--- src/rtl/spi_controller_if.sv ---
// Parallel request/response bus between a host and spi_controller.
// The host drives the request fields; the controller returns status and read data.
interface spi_controller_if #(
  parameter int REG_WIDTH  = 8,
  parameter int ADDR_WIDTH = 3
);
  logic [1:0]            mode;
  logic                  start;
  logic                  rw;
  logic [ADDR_WIDTH-1:0] addr;
  logic [REG_WIDTH-1:0]  wdata;
  logic                  busy;
  logic                  done;
  logic [REG_WIDTH-1:0]  rdata;

  modport master (
    output mode, start, rw, addr, wdata,
    input  busy, done, rdata
  );

  modport slave (
    input  mode, start, rw, addr, wdata,
    output busy, done, rdata
  );
endinterface

--- src/rtl/spi_controller.sv ---
// SPI initiator: turns one register request into a framed SPI transaction
// (command byte + data field, MSB first), all SPI outputs registered.
module spi_controller #(
  parameter int REG_WIDTH  = 8,
  parameter int ADDR_WIDTH = 3,
  parameter int CLK_DIV    = 4
) (
  input  logic              clk,
  input  logic              rstb,
  input  logic              ena,
  spi_controller_if.slave   bus,
  output logic              spi_cs_n,
  output logic              spi_clk,
  output logic              spi_mosi,
  input  logic              spi_miso
);

  localparam int NBITS  = 8 + REG_WIDTH;
  localparam int NEDGES = 2 * NBITS;
  localparam int CW     = $clog2(CLK_DIV + 1);
  localparam int EW     = $clog2(NEDGES + 1);

  typedef enum logic [2:0] {IDLE, SETUP, SHIFT, HOLD, GAP} state_t;

  state_t               state_reg;
  logic [CW-1:0]        cnt_reg;
  logic [EW-1:0]        edge_cnt_reg;
  logic [NBITS-1:0]     tx_reg;
  logic [REG_WIDTH-1:0] rx_reg;
  logic                 rw_reg;
  logic                 cpha_reg;
  logic                 busy_reg;
  logic                 done_reg;
  logic                 cs_n_reg;
  logic                 sclk_reg;
  logic                 mosi_reg;
  logic [REG_WIDTH-1:0] rdata_reg;

  logic [7:0]           cmd_byte;
  logic [NBITS-1:0]     frame;
  logic                 cnt_last;
  logic                 edge_now;
  logic                 leading;
  logic                 final_edge;

  always_comb begin
    cmd_byte                   = '0;
    cmd_byte[7]                = bus.rw;
    cmd_byte[ADDR_WIDTH-1:0]   = bus.addr;
    frame = {cmd_byte, bus.rw ? bus.wdata : {REG_WIDTH{1'b0}}};
  end

  // edge_cnt_reg counts edges already produced, so an even count means the
  // next edge is a leading one.
  assign cnt_last   = (cnt_reg == CW'(CLK_DIV - 1));
  assign leading    = ~edge_cnt_reg[0];
  assign final_edge = (edge_cnt_reg == EW'(NEDGES - 1));
  assign edge_now   = cnt_last &&
                      ((state_reg == SETUP) ||
                       (state_reg == SHIFT && edge_cnt_reg != EW'(NEDGES)));

  always_ff @(posedge clk or negedge rstb) begin
    if (!rstb) begin
      state_reg    <= IDLE;
      cnt_reg      <= '0;
      edge_cnt_reg <= '0;
      tx_reg       <= '0;
      rx_reg       <= '0;
      rw_reg       <= 1'b0;
      cpha_reg     <= 1'b0;
      busy_reg     <= 1'b0;
      done_reg     <= 1'b0;
      cs_n_reg     <= 1'b1;
      sclk_reg     <= 1'b0;
      mosi_reg     <= 1'b0;
      rdata_reg    <= '0;
    end else if (ena) begin
      done_reg <= 1'b0;
      case (state_reg)
        IDLE: begin
          sclk_reg     <= bus.mode[1];
          cnt_reg      <= '0;
          edge_cnt_reg <= '0;
          if (bus.start) begin
            state_reg <= SETUP;
            cs_n_reg  <= 1'b0;
            busy_reg  <= 1'b1;
            rw_reg    <= bus.rw;
            cpha_reg  <= bus.mode[0];
            // CPHA=0 presents the MSB now, so the shifter starts one bit ahead.
            tx_reg    <= bus.mode[0] ? frame : {frame[NBITS-2:0], 1'b0};
            mosi_reg  <= bus.mode[0] ? 1'b0 : frame[NBITS-1];
          end
        end
        SETUP: begin
          if (cnt_last) begin
            cnt_reg   <= '0;
            state_reg <= SHIFT;
          end else begin
            cnt_reg <= cnt_reg + 1'b1;
          end
        end
        SHIFT: begin
          if (cnt_last) begin
            cnt_reg <= '0;
            if (edge_cnt_reg == EW'(NEDGES)) state_reg <= HOLD;
          end else begin
            cnt_reg <= cnt_reg + 1'b1;
          end
        end
        HOLD: begin
          if (cnt_last) begin
            cnt_reg   <= '0;
            state_reg <= GAP;
            cs_n_reg  <= 1'b1;
            done_reg  <= 1'b1;
            if (!rw_reg) rdata_reg <= rx_reg;
          end else begin
            cnt_reg <= cnt_reg + 1'b1;
          end
        end
        GAP: begin
          if (cnt_last) begin
            cnt_reg   <= '0;
            state_reg <= IDLE;
            busy_reg  <= 1'b0;
          end else begin
            cnt_reg <= cnt_reg + 1'b1;
          end
        end
        default: state_reg <= IDLE;
      endcase

      // Only the last REG_WIDTH sampled bits survive, which drops the
      // command-phase MISO bits automatically.
      if (edge_now) begin
        sclk_reg     <= ~sclk_reg;
        edge_cnt_reg <= edge_cnt_reg + 1'b1;
        if (leading ^ cpha_reg) begin
          rx_reg <= {rx_reg[REG_WIDTH-2:0], spi_miso};
        end else if (cpha_reg || !final_edge) begin
          mosi_reg <= tx_reg[NBITS-1];
          tx_reg   <= {tx_reg[NBITS-2:0], 1'b0};
        end
      end
    end
  end

  assign bus.busy  = busy_reg;
  assign bus.done  = done_reg;
  assign bus.rdata = rdata_reg;
  assign spi_cs_n  = cs_n_reg;
  assign spi_clk   = sclk_reg;
  assign spi_mosi  = mosi_reg;

endmodule

--- src/flat_wrapper.sv ---
// flat-port wrapper written by rule: the top's interface ports become plain ports
module spi_controller_flat 
#(
  parameter int REG_WIDTH  = 8,
  parameter int ADDR_WIDTH = 3,
  parameter int CLK_DIV    = 4
)
  (clk, rstb, ena, spi_cs_n, spi_clk, spi_mosi, spi_miso, bus_mode, bus_start, bus_rw, bus_addr, bus_wdata, bus_busy, bus_done, bus_rdata);
  spi_controller_if #(.REG_WIDTH(REG_WIDTH), .ADDR_WIDTH(ADDR_WIDTH)) bus_i ();
  input  logic clk;
  input  logic rstb;
  input  logic ena;
  output logic spi_cs_n;
  output logic spi_clk;
  output logic spi_mosi;
  input  logic spi_miso;
  input wire logic [$bits(bus_i.mode)-1:0] bus_mode;
  input wire logic [$bits(bus_i.start)-1:0] bus_start;
  input wire logic [$bits(bus_i.rw)-1:0] bus_rw;
  input wire logic [$bits(bus_i.addr)-1:0] bus_addr;
  input wire logic [$bits(bus_i.wdata)-1:0] bus_wdata;
  output wire logic [$bits(bus_i.busy)-1:0] bus_busy;
  output wire logic [$bits(bus_i.done)-1:0] bus_done;
  output wire logic [$bits(bus_i.rdata)-1:0] bus_rdata;
  assign bus_i.mode = bus_mode;
  assign bus_i.start = bus_start;
  assign bus_i.rw = bus_rw;
  assign bus_i.addr = bus_addr;
  assign bus_i.wdata = bus_wdata;
  assign bus_busy = bus_i.busy;
  assign bus_done = bus_i.done;
  assign bus_rdata = bus_i.rdata;
  spi_controller #(.REG_WIDTH(REG_WIDTH), .ADDR_WIDTH(ADDR_WIDTH), .CLK_DIV(CLK_DIV)) u_core (.clk(clk), .rstb(rstb), .ena(ena), .bus(bus_i), .spi_cs_n(spi_cs_n), .spi_clk(spi_clk), .spi_mosi(spi_mosi), .spi_miso(spi_miso));
endmodule
--- config.mk ---
export PLATFORM = sky130hd
export DESIGN_NAME = spi_controller_flat
export DESIGN_NICKNAME = d
export VERILOG_FILES = /design/src/rtl/spi_controller_if.sv /design/src/rtl/spi_controller.sv /design/src/flat_wrapper.sv
export SDC_FILE = /design/constraint.sdc
export NUM_CORES = 1
export LEC_CHECK = 0
export CAP_MARGIN = 10
export CELL_PAD_IN_SITES_DETAIL_PLACEMENT = 0
export CELL_PAD_IN_SITES_GLOBAL_PLACEMENT = 1
export CORE_ASPECT_RATIO = 1.75
export CORE_UTILIZATION = 47
export DETAILED_ROUTE_END_ITERATION = 10
export PLACE_DENSITY_LB_ADDON = 0.12
export SETUP_SLACK_MARGIN = 0.05
export SYNTH_ARGS = -nofsm -noshare
export SYNTH_HDL_FRONTEND = slang
export SYNTH_SLANG_ARGS = --single-unit
--- constraint.sdc ---
create_clock -name clk -period 3.2 [get_ports clk]
set_clock_uncertainty 0.05 [all_clocks]
set_input_delay 0.48 -clock clk [delete_from_list [all_inputs] [get_ports clk]]
set_output_delay 0.48 -clock clk [all_outputs]
set_load 0.01 [all_outputs]
; Word-level counts from Yosys, hierarchy flattened
; Cells that the tools add are included.
[word_totals]
regBits = 51
in_bits = 19
[classes]
add_sub_neg = 2
eq_ne = 14
muxes = 34
bitwise_logic = 4
n_reduce_logical = 19
[ops]
columns = op, count
row1 = two-way mux 16 bit, 6
row2 = two-way mux 3 bit, 7
row3 = one-hot mux 3 bit (5 select lines), 1
row4 = two-way mux 1 bit, 14
row5 = two-way mux 6 bit, 2
row6 = AND reduction 4 bit, 3
row7 = == test 3 x 2 -> 1 bit (second input constant), 3
row8 = two-way mux 8 bit, 1
row9 = inequality test 2 x 1 -> 1 bit (second input constant), 4
row10 = nonzero test 2 bit, 4
row11 = AND reduction 7 bit, 1
row12 = adder 6 x 1 -> 6 bit (second input constant), 1
row13 = == test 6 x 5 -> 1 bit (second input constant), 1
row14 = == test 6 bit (second input constant), 1
row15 = inequality test 6 bit (second input constant), 1
row16 = one-hot mux 3 bit (2 select lines), 1
row17 = AND reduction 3 bit, 2
row18 = inequality test 2 bit (second input constant), 2
row19 = one-hot mux 1 bit (2 select lines), 2
row20 = AND reduction 2 bit, 2
row21 = OR reduction 4 bit, 1
row22 = adder 3 x 1 -> 3 bit (second input constant), 1
row23 = == test 3 x 1 -> 1 bit (second input constant), 1
row24 = == test 3 bit (second input constant), 1
row25 = 6 further kinds, 10

; Depth between registers and ports, before layout
[depth]
ltp_word = 7
depth_mapped = 8

; Worst setup path before layout
; OpenSTA, ideal clock, no wires.
[synth_path]
path_type = reg2reg
from = reg u_core.edge_cnt_reg[0]
to = reg u_core.rx_reg[0]
setup_ns = 0.125
arrival_time_ns = 1.818
slack_ns = 1.207
path_stages_with_launch = 9
path_buffers = 2
period_less_slack_ns = 1.993
path_cell_list = dfrtp_1 -> inv_1 -> ha_1 -> nand4bb_4 -> o311a_1 -> buf_6 -> nand2b_1 -> buf_2 -> mux2_2
[synth_via]
elab_chain_cells = 5
elab_cells_between_ends = 7
cone_classes = 1 x eq/ne / 2 x bitwise / 4 x reduce/logical
[synth_lines]
columns = item, line
row1 = start: declaration, spi_controller.sv:27  ; logic [EW-1:0] edge_cnt_reg;
row2 = start signal: assignment, spi_controller.sv:138  ; edge_cnt_reg <= edge_cnt_reg + 1'b1;
row3 = inequality test 6 bit, spi_controller.sv:60  ; (state_reg == SHIFT && edge_cnt_reg != EW'(NEDGES)));
row4 = logical AND 1 bit, spi_controller.sv:60
row5 = logical OR 1 bit, spi_controller.sv:59  ; ((state_reg == SETUP) ||
row6 = logical AND 1 bit, spi_controller.sv:58  ; assign edge_now = cnt_last &&
row7 = AND reduction 3 bit (no line) (*), --
row8 = end signal: assignment, spi_controller.sv:140  ; rx_reg <= {rx_reg[REG_WIDTH-2:0], spi_miso};
row9 = end: declaration, spi_controller.sv:29  ; logic [REG_WIDTH-1:0] rx_reg;
; Every way passes the cells marked *; elsewhere a longest branch is shown, timed or not.
; A chain may end at the register's enable or synchronous reset.

==> results.md <==
* Run status: finished clean
* Post-CTS sizing at 0
* Initial antenna violation count at 0
* Critical path origin: ena
* Final Instance Area at roughly 3000 um2
* PD cells at 638 nW/um2
* Die area at 5830 um2
* Syn-to-layout area delta at 16.2%
* CTS Buffer Depth at 2
* Clock transition at path regs at 0.09 ns
* Hpwl dp at 3810 um
* Cts bufs inserted at 5
* Final number of setup-violating endpoints at 0
* Peak VDD IR at 448 uV
* First-pass GRT wire length at 8980 um
* Top_reg_cell synth: dfrtp_1
* H-tree depth at 2
* Vias in the first global route at 1,901
* Lkg Pwr at between 1 and 1.5 nW
* Clock root buffer: clkbuf_8
* CP startpoint kind: input port
* Pin count of the biggest net entering global routing at 30
* Post-synth EDFFs at 0
* IO Pins at 32
* CP Capture Type: flop
* Overall Global Routing Usage at 20.0%
* Filler instances at 469
* Minimum hold slack at between 0.15 and 0.2 ns
* Max Slew Vio Count at 0
* CTS tree: done
* Hold crit path type: input port to async pin
* Crit path DAT at 2.61 ns
* ANT cells at 0
* Reg area at 1280 um2
* Synth unique cells at 47
* R2r startpoint: u_core.cnt_reg[0]
* DRC errors left at 0
* Placed Cells incl. Taps at ~330
* PortBufs at 31
* Avg WL per Cell at 15.7 um
* Minimum clock period at 2.47 ns
* CP Data Required Time at 3.35 ns
* #FFs+latches synth at 51
* Detailed Routing Iterations Pass 1 at 5
* Post-route ant nets at 0
* Die Wd at 58.1 um
* Seq/Total Area, Yosys at 49.3%
* CTS hold repair buffers at 0
* Syn Area/Cell at around 11 um2
* Max_slew headroom at ~42%
* Max Cap Viol at 0
* Final Wtd Congestion at 0.793
* Ys async rst share at 100%
* Final Non-Filler Cells at 334
* Syn. warnings at 0
* Setup TNS at 0 ns
* Area fraction of the dominant cell type after synthesis at approximately 48%
* Nets at 281
* Number of cells produced by synthesis at 232
* RSZ-0062 raised after global routing: no
* Worst Max-Slew Pin Slew at 0.856 ns
* Layout cells sized above 1 at 15.4%
* Multi-input gate area in the final layout at 1180 um2
* Synth Cell Area at 2590 um2
* Initial DRC Count at 86
* Vias at 1,879
* Commonest cells after routing, fill and taps aside: 50 x dfrtp_1, 30 x clkdlybuf4s50_1, 26 x nand2_1
* Fmax at 0.405 GHz
* Post-route clock period utilization at between 70% and 80%
* Cell row count at 35
* Vias/cell at approximately 5.6
* Clock Latency Late Sink at roughly 0.30 ns
* CP Class: input port to flop
* Setup bufs post-CTS at 0
* Placement Cell Area at 2920 um2
* Leading area contributor after synthesis: dfrtp_1
* GRT overflow at 0
* Die Height at 100 um
* Final WL at 5260 um
* Final hold violation count at 0
* Area contributors post-synth: dfrtp_1 48%, mux2_2 6.9%, mux2i_1 5.4%, o221a_1 4.3%, o21ai_0 3.9%
* Crit Path Max Fanout at 17
* Max reg flops at 16
* Synthesized Nets at 254
* Core Area at 5300 um2
* Most common cell after layout, fill and taps aside: dfrtp_1
* Initial Util at 48.9%
* Clk sinks at 51
-- metrics by stage --
stage / setup WS, ns / power, mW / utilization (%)
6_report: 0.733 / 1.92 / 56.8
5_1_grt: 0.608 / 2.06 / 56.8
4_1_cts: 0.772 / 1.94 / 56.8
3_5_place_dp: 0.451 / 1.56 / 55.1
3_3_place_gp: 0.496 / 1.55 / 55.1
2_1_floorplan: 1.21 / 1.38 / -
-- routing by layer --
layer	track usage (%)	wire [um]	part of all wire, %	vias to the layer above
met4	7.51	117	2.2	0
met5	0	0	0	-
met2	35.1	2760	53	37
li1	-	-	-	902
met1	24.5	2240	43	929
met3	2.71	136	2.6	11
-- report_power, final --
part	total, mW	leakage (nW)	switching (mW)	internal, mW
combinational	0.573	0.589	0.271	0.302
clock	0.377	0.0408	0.220	0.157
sequential	0.971	0.655	0.157	0.814
total	1.92	1.28	0.648	1.27
-- synth_stat cells (2+ instances only) --
cell	n
a21oi_1	5
o2111ai_1	2
o211ai_1	3
nand2b_1	4
or2_2	3
o221a_1	10
a221o_1	2
xor2_1	2
mux2i_1	14
a22o_1	2
o31ai_1	3
inv_1	13
o311ai_0	2
nor4_1	2
ha_1	3
mux2_2	16
nand2_1	26
dfrtp_1	50
nand3_1	4
o221a_2	3
buf_2	3
o21ai_0	20
nor2_1	8
nor4bb_1	2
buf_6	2
clkbuf_1	3
buf_4	5
-- worst max-delay path: stages --
cell and delay, ns:
clkdlybuf4s50_1 0.62, and4bb_2 0.34, o311a_1 0.38, nand3_2 0.39
o221a_2 0.40
-- cell type report --
class                           count  share of cell area (%)
Sequential cell                    51                    42.4
Inverter                           13                    1.62
Timing Repair Buffer               33                    10.6
Clock inverter                      3                   0.789
Clock buffer                        5                    2.29
Multi-Input combinational cell    155                    39.2
Tap cell                           74                    3.07
-- logic make-up (layout without fill, tap and decap cells) --
family,count (synthesis),in the layout,synth area share [%]
AO/OA/AOI/OAI,61,61,18.3
XOR/XNOR,2,2,0.676
adder cells (fa/ha/maj),3,3,1.45
buffers and inverters,26,54,5.21
flip-flops,51,51,49.3
multiplexers,30,30,12.4
AND/OR/NAND/NOR,59,59,12.7
-- path summary, 6_finish.rpt --
| check | to | slack [ns] | cells after the start |
|---|---|---|---|
| worst min register to register | u_core.spi_cs_n | 0.42 | 2 |
| max in group asynchronous | u_core.spi_cs_n | 2.15 | 2 |
| worst min-delay path | u_core.tx_reg[4] | 0.15 | 1 |
| worst max register to register | u_core.tx_reg[15] | 0.85 | 5 |
| worst max-delay path | u_core.tx_reg[15] | 0.73 | 5 |
| min in group clk | u_core.spi_cs_n | 0.42 | 2 |
No activity file was read; power rests on OpenSTA's default activity.
